--- src/rtl/code_lock_2b.sv ---
// code_lock_2b
//   Sequential code-entry lock fed by a stream of 2-bit symbols.
//   Every attempt collects exactly CODE_LEN symbols before it is judged, so a
//   wrong attempt does not reveal which symbol was wrong. A correct attempt
//   opens the lock for OPEN_CYCLES clocks. MAX_FAILS consecutive wrong
//   attempts cause a lockout lasting LOCKOUT_CYCLES clocks.
//
// Ports
//   clk        in   system clock, rising edge
//   rst_n      in   asynchronous active-low reset
//   sym_valid  in   symbol strobe, one symbol accepted per cycle
//   sym[1:0]   in   symbol value, sampled when sym_valid=1
//   clear      in   abort the current entry; from OPEN, relock early
//   unlocked   out  high while in OPEN
//   fail       out  one-cycle pulse per wrong attempt
//   locked_out out  high while in LOCKOUT
//   progress   out  symbols accepted in the current attempt
//   fail_cnt   out  consecutive failed attempts (saturates at MAX_FAILS)
module code_lock_2b #(
  parameter int unsigned               CODE_LEN       = 4,
  parameter logic [2*CODE_LEN-1:0]     CODE           = 8'b10_01_11_00,
  parameter int unsigned               MAX_FAILS      = 3,
  parameter int unsigned               OPEN_CYCLES    = 8,
  parameter int unsigned               LOCKOUT_CYCLES = 16
) (
  input  logic       clk,
  input  logic       rst_n,
  input  logic       sym_valid,
  input  logic [1:0] sym,
  input  logic       clear,
  output logic       unlocked,
  output logic       fail,
  output logic       locked_out,
  output logic [2:0] progress,
  output logic [3:0] fail_cnt
);

  typedef enum logic [1:0] {
    ENTRY   = 2'd0,
    OPEN    = 2'd1,
    LOCKOUT = 2'd2
  } state_e;

  state_e     state_q,    state_d;
  logic [2:0] progress_q, progress_d;
  logic       mismatch_q, mismatch_d;
  logic       fail_q,     fail_d;
  logic [3:0] fail_cnt_q, fail_cnt_d;
  logic [7:0] timer_q,    timer_d;

  logic [1:0] exp_sym;
  logic       sym_bad;
  logic [3:0] fail_cnt_inc;

  // Expected symbol for the slot currently being entered; slot 0 is the
  // most significant symbol of CODE.
  always_comb begin
    exp_sym = 2'b00;
    for (int i = 0; i < int'(CODE_LEN); i++) begin
      if (progress_q == 3'(i)) exp_sym = CODE[2*(int'(CODE_LEN)-1-i) +: 2];
    end
  end

  assign sym_bad      = (sym != exp_sym);
  assign fail_cnt_inc = (fail_cnt_q == 4'(MAX_FAILS)) ? fail_cnt_q : fail_cnt_q + 4'd1;

  // NOTE: every signal assigned in this block gets a default first so no
  // path through the case statement can infer a latch.
  always_comb begin
    state_d    = state_q;
    progress_d = progress_q;
    mismatch_d = mismatch_q;
    fail_d     = 1'b0;
    fail_cnt_d = fail_cnt_q;
    timer_d    = timer_q;

    unique case (state_q)
      ENTRY: begin
        if (clear) begin
          progress_d = 3'd0;
          mismatch_d = 1'b0;
        end else if (sym_valid) begin
          if (progress_q == 3'(CODE_LEN - 1)) begin
            // Last symbol: judge the whole attempt, including this symbol.
            progress_d = 3'd0;
            mismatch_d = 1'b0;
            if (mismatch_q || sym_bad) begin
              fail_d     = 1'b1;
              fail_cnt_d = fail_cnt_inc;
              if (fail_cnt_inc == 4'(MAX_FAILS)) begin
                state_d = LOCKOUT;
                timer_d = 8'(LOCKOUT_CYCLES - 1);
              end
            end else begin
              state_d    = OPEN;
              fail_cnt_d = 4'd0;
              timer_d    = 8'(OPEN_CYCLES - 1);
            end
          end else begin
            progress_d = progress_q + 3'd1;
            mismatch_d = mismatch_q | sym_bad;
          end
        end
      end

      OPEN: begin
        if (clear || timer_q == 8'd0) begin
          state_d = ENTRY;
          timer_d = 8'd0;
        end else begin
          timer_d = timer_q - 8'd1;
        end
      end

      LOCKOUT: begin
        if (timer_q == 8'd0) begin
          state_d    = ENTRY;
          fail_cnt_d = 4'd0;
        end else begin
          timer_d = timer_q - 8'd1;
        end
      end

      default: begin
        state_d    = ENTRY;
        progress_d = 3'd0;
        mismatch_d = 1'b0;
        timer_d    = 8'd0;
      end
    endcase
  end

  // NOTE: state registers use non-blocking assignments so all of them update
  // together from the values sampled at the same edge.
  always_ff @(posedge clk or negedge rst_n) begin
    if (!rst_n) begin
      state_q    <= ENTRY;
      progress_q <= 3'd0;
      mismatch_q <= 1'b0;
      fail_q     <= 1'b0;
      fail_cnt_q <= 4'd0;
      timer_q    <= 8'd0;
    end else begin
      state_q    <= state_d;
      progress_q <= progress_d;
      mismatch_q <= mismatch_d;
      fail_q     <= fail_d;
      fail_cnt_q <= fail_cnt_d;
      timer_q    <= timer_d;
    end
  end

  // Outputs are decoded from registers only; no input reaches them
  // combinationally.
  assign unlocked   = (state_q == OPEN);
  assign locked_out = (state_q == LOCKOUT);
  assign fail       = fail_q;
  assign progress   = progress_q;
  assign fail_cnt   = fail_cnt_q;

endmodule

--- config.mk ---
export PLATFORM = sky130hd
export DESIGN_NAME = code_lock_2b
export DESIGN_NICKNAME = d
export VERILOG_FILES = /design/src/rtl/code_lock_2b.sv
export SDC_FILE = /design/constraint.sdc
export NUM_CORES = 1
export LEC_CHECK = 0
export CAP_MARGIN = 20
export CELL_PAD_IN_SITES_DETAIL_PLACEMENT = 0
export CELL_PAD_IN_SITES_GLOBAL_PLACEMENT = 2
export CORE_MARGIN = 5
export CORE_UTILIZATION = 35
export CTS_CLUSTER_SIZE = 14
export DETAILED_ROUTE_END_ITERATION = 16
export PLACE_DENSITY_LB_ADDON = 0.25
export SLEW_MARGIN = 30
export SYNTH_ARGS = -nofsm -noshare
export SYNTH_HDL_FRONTEND = slang
export SYNTH_SLANG_ARGS = --single-unit
--- constraint.sdc ---
create_clock -name clk -period 2.59 [get_ports clk]
set_clock_uncertainty 0.05 [all_clocks]
set_input_delay 0.6475 -clock clk [delete_from_list [all_inputs] [get_ports clk]]
set_output_delay 0.6475 -clock clk [all_outputs]
set_load 0.1 [all_outputs]
---- Yosys cells after proc, flatten, opt, wreduce, memory -nomap -nowiden ----
Cells that the tools add are included.
word-level totals
  register bits ........................... 19
  bits of input ports ..................... 6
  output and inout port bits .............. 10
  logic and storage cells ................. 78
operators by class
  $add $sub $neg .......................... 3
  eq/ne operators ......................... 16
  multiplexer cells ....................... 40
  bitwise logic cells ..................... 2
  reductions and logical operators ........ 11
operators with widths
  cell                                               count
  2-to-1 mux 8 bit                                   7
  2-to-1 mux 4 bit                                   6
  case mux 8 bit (3 select lines)                    1
  2-to-1 mux 2 bit                                   11
  AND reduction 5 bit                                2
  2-to-1 mux 3 bit                                   3
  == test 4 x 2 -> 1 bit (second input constant)     2
  zero test 8 bit                                    1
  2-to-1 mux 1 bit                                   8
  != test 2 bit (second input constant)              4
  case mux 4 bit (2 select lines)                    1
  subtractor 8 x 1 -> 8 bit (second input constant)  1
  == test 3 x 2 -> 1 bit (second input constant)     2
  != test 3 bit (second input constant)              2
  case mux 2 bit (3 select lines)                    1
  case mux 3 bit (2 select lines)                    1
  AND reduction 6 bit                                1
  adder 4 x 1 -> 4 bit (second input constant)       1
  != test 2 x 1 -> 1 bit (second input constant)     2
  adder 3 x 1 -> 3 bit (second input constant)       1
  == test 3 x 1 -> 1 bit (second input constant)     1
  zero test 3 bit                                    1
  == test 2 x 1 -> 1 bit (second input constant)     1
  == test 2 bit (second input constant)              1
  9 further kinds                                    10

---- Longest topological paths before layout ----
  word-level depth ........................ 12
  depth in mapped cells ................... 8
  mapped depth without buffers ............ 7

---- Worst setup path before layout ----
OpenSTA, ideal clock, no wires.
  kind .................................... reg-to-reg
  start point ............................. reg progress_q[1] (netlist: progress[1])
  end point ............................... reg timer_q[0]
  library setup time ...................... 0.125 ns
  arrival time ............................ 2.718 ns
  required time ........................... 2.415 ns
  path slack .............................. -0.303 ns
  cell stages (with the launch flop) ...... 8
  buffers on the path ..................... 0
  cells stage by stage .................... dfrtp_1 > inv_1 > ha_1 > nand2b_4 > a2111oi_1 > a211oi_4 > o21a_2 > mux2_4
on the way
  longest elaborated chain between the ends .. 12
RTL lines
  item                             line  source
  start, declared                  45    logic [2:0] progress_q, progress_d;
  start signal, assigned           145   progress_q <= progress_d;
  zero test 3 bit                  60    if (progress_q == 3'(i)) exp_sym = CODE[2*(int'(CODE_LEN)-1-i) +: 2];
  2-to-1 mux 2 bit (4 in series)   60
  != test 2 bit                    64    assign sym_bad = (sym != exp_sym);
  logical OR 1 bit                 87    if (mismatch_q || sym_bad) begin
  2-to-1 mux 8 bit                 87
  2-to-1 mux 8 bit                 83    if (progress_q == 3'(CODE_LEN - 1)) begin
  2-to-1 mux 8 bit                 82    end else if (sym_valid) begin
  2-to-1 mux 8 bit                 79    if (clear) begin
  case mux 8 bit (3 select lines)  77    unique case (state_q)
  end signal, assigned             149   timer_q <= timer_d;
  end, declared                    49    logic [7:0] timer_q, timer_d;
Several ways; a longest one is shown, not always the timed one. The select of a mux whose other input is x is not followed.
A chain may end at the register's enable or synchronous reset.

---- Final worst setup path ----
  start point ............................. in sym[0]
  end point ............................... reg timer_q[7]
on the way
  longest elaborated chain between the ends .. 7
RTL lines
  item                             line  source
  start, declared                  29    input logic [1:0] sym,
  != test 2 bit (*)                64
  logical OR 1 bit (*)             87
  2-to-1 mux 8 bit                 87
  2-to-1 mux 8 bit                 83
  2-to-1 mux 8 bit                 82
  2-to-1 mux 8 bit                 79
  case mux 8 bit (3 select lines)  77
Mark *: on every way between the ends. The rest lies on a longest branch, timed or not. The select of a mux whose other input is x is not followed.

==> impl_metrics.csv <==
group,metric,value,unit
setup_path,startpoint_type,"input pin",
run_status,outcome,"finished clean",
floorplanning,initial_core_util,35.4,%
yosys,yosysSeqAreaShare,34.1,%
routing,vias,1199,
grt,grt_antenna_before_repair,0,
place,post-dp-hpwl,2470,um
sta,timing.final.ws_setup,210,ps
finish,finalInstanceArea,1670,um2
yosys,synth_ff_type,"dfrtp_1",
routing,ant_nets,0,
floorplanning,die_w,73.1,um
routing,drc_errors,0,
sta,min_period,2380,ps
power,power.density,1350,nW/um2
grt,grt_pass1_wl,5580,um
floorplanning,row_count,23,
clock_network,clock_sinks,19,
yosys,async_flop_share,100,%
finish,n_antenna_cell,0,
clock_network,cts.repair.resized,0,
routing,wirelength,3290,um
floorplanning,dieArea,5350,um2
setup_path,critPathArrivalTime,2480,ps
clock_network,htreeDepth,1,
power,power,2.26,mW
setup_path,cp-end-kind,"flip-flop",
yosys,synth.top_cell.area_share,34.1,%
yosys,synth-edff-count,0,
finish,drive_above_1_share,20.1,%
sta,worstMarginPinSlew,603,ps
setup_path,critical_path_class,"input pin to flip-flop",
finish,finish.utilization,42.5,%
routing,first_pass_iters,4,
clock_network,clk_transition_reported_paths,80,ps
sta,fin_crit_sh,91.9,%
place,place_ws,-62.0,ps
power,ir_drop,0.543,mV
yosys,ys_seq_elements,19,
grt,grt-ovfl-total,0,
power,power_leakage,0.713,nW
yosys,synth.distinct_cells,51,
sta,whs,481,ps
sta,final_hold_viol_count,0,
floorplanning,die_height,73.1,um
sta,max_slew_margin,59.4,%
yosys,syn_nets,163,
sta,drv_slew,0,
yosys,synthTopCellsByArea,"dfrtp_1 34%, ha_1 9.9%, a22o_1 4.4%",
sta,rsz0062_at_grt,"false",
routing,routedWlPerCell,15.0,um
clock_network,root_buffer,"clkbuf_8",
floorplanning,core_area,3940,um2
place,portBuffers,15,
clock_network,cts_tree,"done",
floorplanning,io_pins,16,
finish,final_nets,187,
clock_network,cts_hold_buf,0,
finish,fill_cells,398,
yosys,synth_area,1400,um2
hold_path,hold_class,"flip-flop to flip-flop",
place,placed_cell_area,1630,um2
grt,grt_pass1_vias,1169,
place,gp_congestion,0.860,
yosys,yosys.area.top_type,"dfrtp_1",
clock_network,clock_latency,260,ps
routing,via_per_inst,5.47,
clock_network,cts_buffers,3,
setup_path,required,2690,ps
routing,drt_iter0_drc,58,
sta,fmax,0.420,GHz
finish,syn_to_final_growth,20.0,%
grt,grt_usage,13.2,%
yosys,syn_area_per_cell,9.56,um2
setup_path,crit_fanout,8,
yosys,syn_inst,146,
yosys,yosys_warnings,0,
grt,grt_max_degree,20,
clock_network,cts_buffer_depth,2,
sta,finalSetupViolCount,0,
clock_network,post-cts-setup-buffer-count,0,
run,cap_violations,0,
## flip-flops by register name, indices dropped and copies added (netlist names)
name,count
timer_q,8
fail_cnt,4
progress,3
state_q,2
fail,1
mismatch_q,1
## cells in the final DEF (no fill, tap or decap), types with 2 or more instances in the layout
cell type / netlist / layout
mux2_4: 2 / 2
nand2_1: 4 / 4
dfrtp_2: 0 / 4
clkbuf_8: 0 / 3
or2_1: 2 / 2
nor3_1: 6 / 6
nor4_1: 4 / 4
nand4b_1: 2 / 2
a22o_1: 7 / 7
nor2_1: 9 / 9
nand3_1: 2 / 2
nor3b_1: 2 / 2
o211ai_1: 2 / 2
a21oi_1: 4 / 4
nor2b_1: 2 / 2
nand2b_1: 6 / 6
dfrtp_1: 19 / 15
o22ai_1: 2 / 2
a2bb2oi_1: 3 / 3
o21ai_1: 4 / 4
a31oi_1: 3 / 3
ha_1: 11 / 11
buf_4: 1 / 16
o21bai_1: 2 / 2
clkdlybuf4s50_1: 0 / 5
o21ai_0: 4 / 4
inv_1: 15 / 15
o21a_1: 2 / 2
## final cells by class
cell class	count	area, um2	area share [%]
Multi-Input combinational cell	109	840	50.1
Timing Repair Buffer	22	190	11.4
Inverter	15	56.3	3.36
Sequential cell	19	480	28.7
Clock buffer	4	45.0	2.69
Tap cell	50	62.6	3.74
## per-layer routing
| metal | vias to the layer above | part of all wire, % | GRT usage [%] |
|---|---|---|---|
| met1 | 564 | 48 | 18.5 |
| met2 | 35 | 46 | 20.2 |
| met5 | - | 0 | 0 |
| met4 | 0 | 1.2 | 4.71 |
| li1 | 594 | - | - |
| met3 | 6 | 5.4 | 2.20 |
## worst paths after layout
kind                       slack, ps          end        start  depth (start not counted)
max                              210   timer_q[7]       sym[0]                          7
max in group asynchronous       1590  fail_cnt[0]        rst_n                          2
min reg2reg                      480   mismatch_q   mismatch_q                          2
min                              480   mismatch_q   mismatch_q                          2
max reg2reg                      270   timer_q[7]  progress[0]                          6
min in group asynchronous        670  fail_cnt[3]        rst_n                          2
## metrics by stage
stage	cells	setup TNS [ps]
6_report	219	0
5_1_grt	219	0
4_1_cts	219	0
3_5_place_dp	215	-229
3_3_place_gp	215	-6.09
2_1_floorplan	146	0
## cell usage after synthesis (2+ instances only)
cell type	count
o21ai_0	4
o22ai_1	2
a31oi_1	3
nor2b_1	2
nand2_1	4
mux2_4	2
o211ai_1	2
nand2b_1	6
a21oi_1	4
ha_1	11
inv_1	15
nor4_1	4
nor2_1	9
nand4b_1	2
nor3b_1	2
a2bb2oi_1	3
o21a_1	2
or2_1	2
a22o_1	7
nand3_1	2
nor3_1	6
o21ai_1	4
o21bai_1	2
dfrtp_1	19
## kinds of logic after synthesis
group                      Yosys count  share of synthesized area [%]
adders and majority gates           11                           9.87
buffers and inverters               18                           5.74
AOI/OAI and AO/OA                   49                           27.4
muxes                                3                           2.96
and+or+nand+nor                     46                           19.9
DFF                                 19                           34.1
## power breakdown
| part | internal, mW | switching [mW] |
|---|---|---|
| sequential | 0.406 | 0.141 |
| combinational | 0.557 | 0.938 |
| clock | 0.110 | 0.107 |
| total | 1.07 | 1.19 |
## critical path, stage by stage
cell and delay (ps):
clkdlybuf4s50_1 480, nand2b_1 60, or4_4 430, a211oi_4 300, buf_4 210, o211ai_1 110, a22o_1 240
Note: power is estimated with default switching activity, not from simulation.
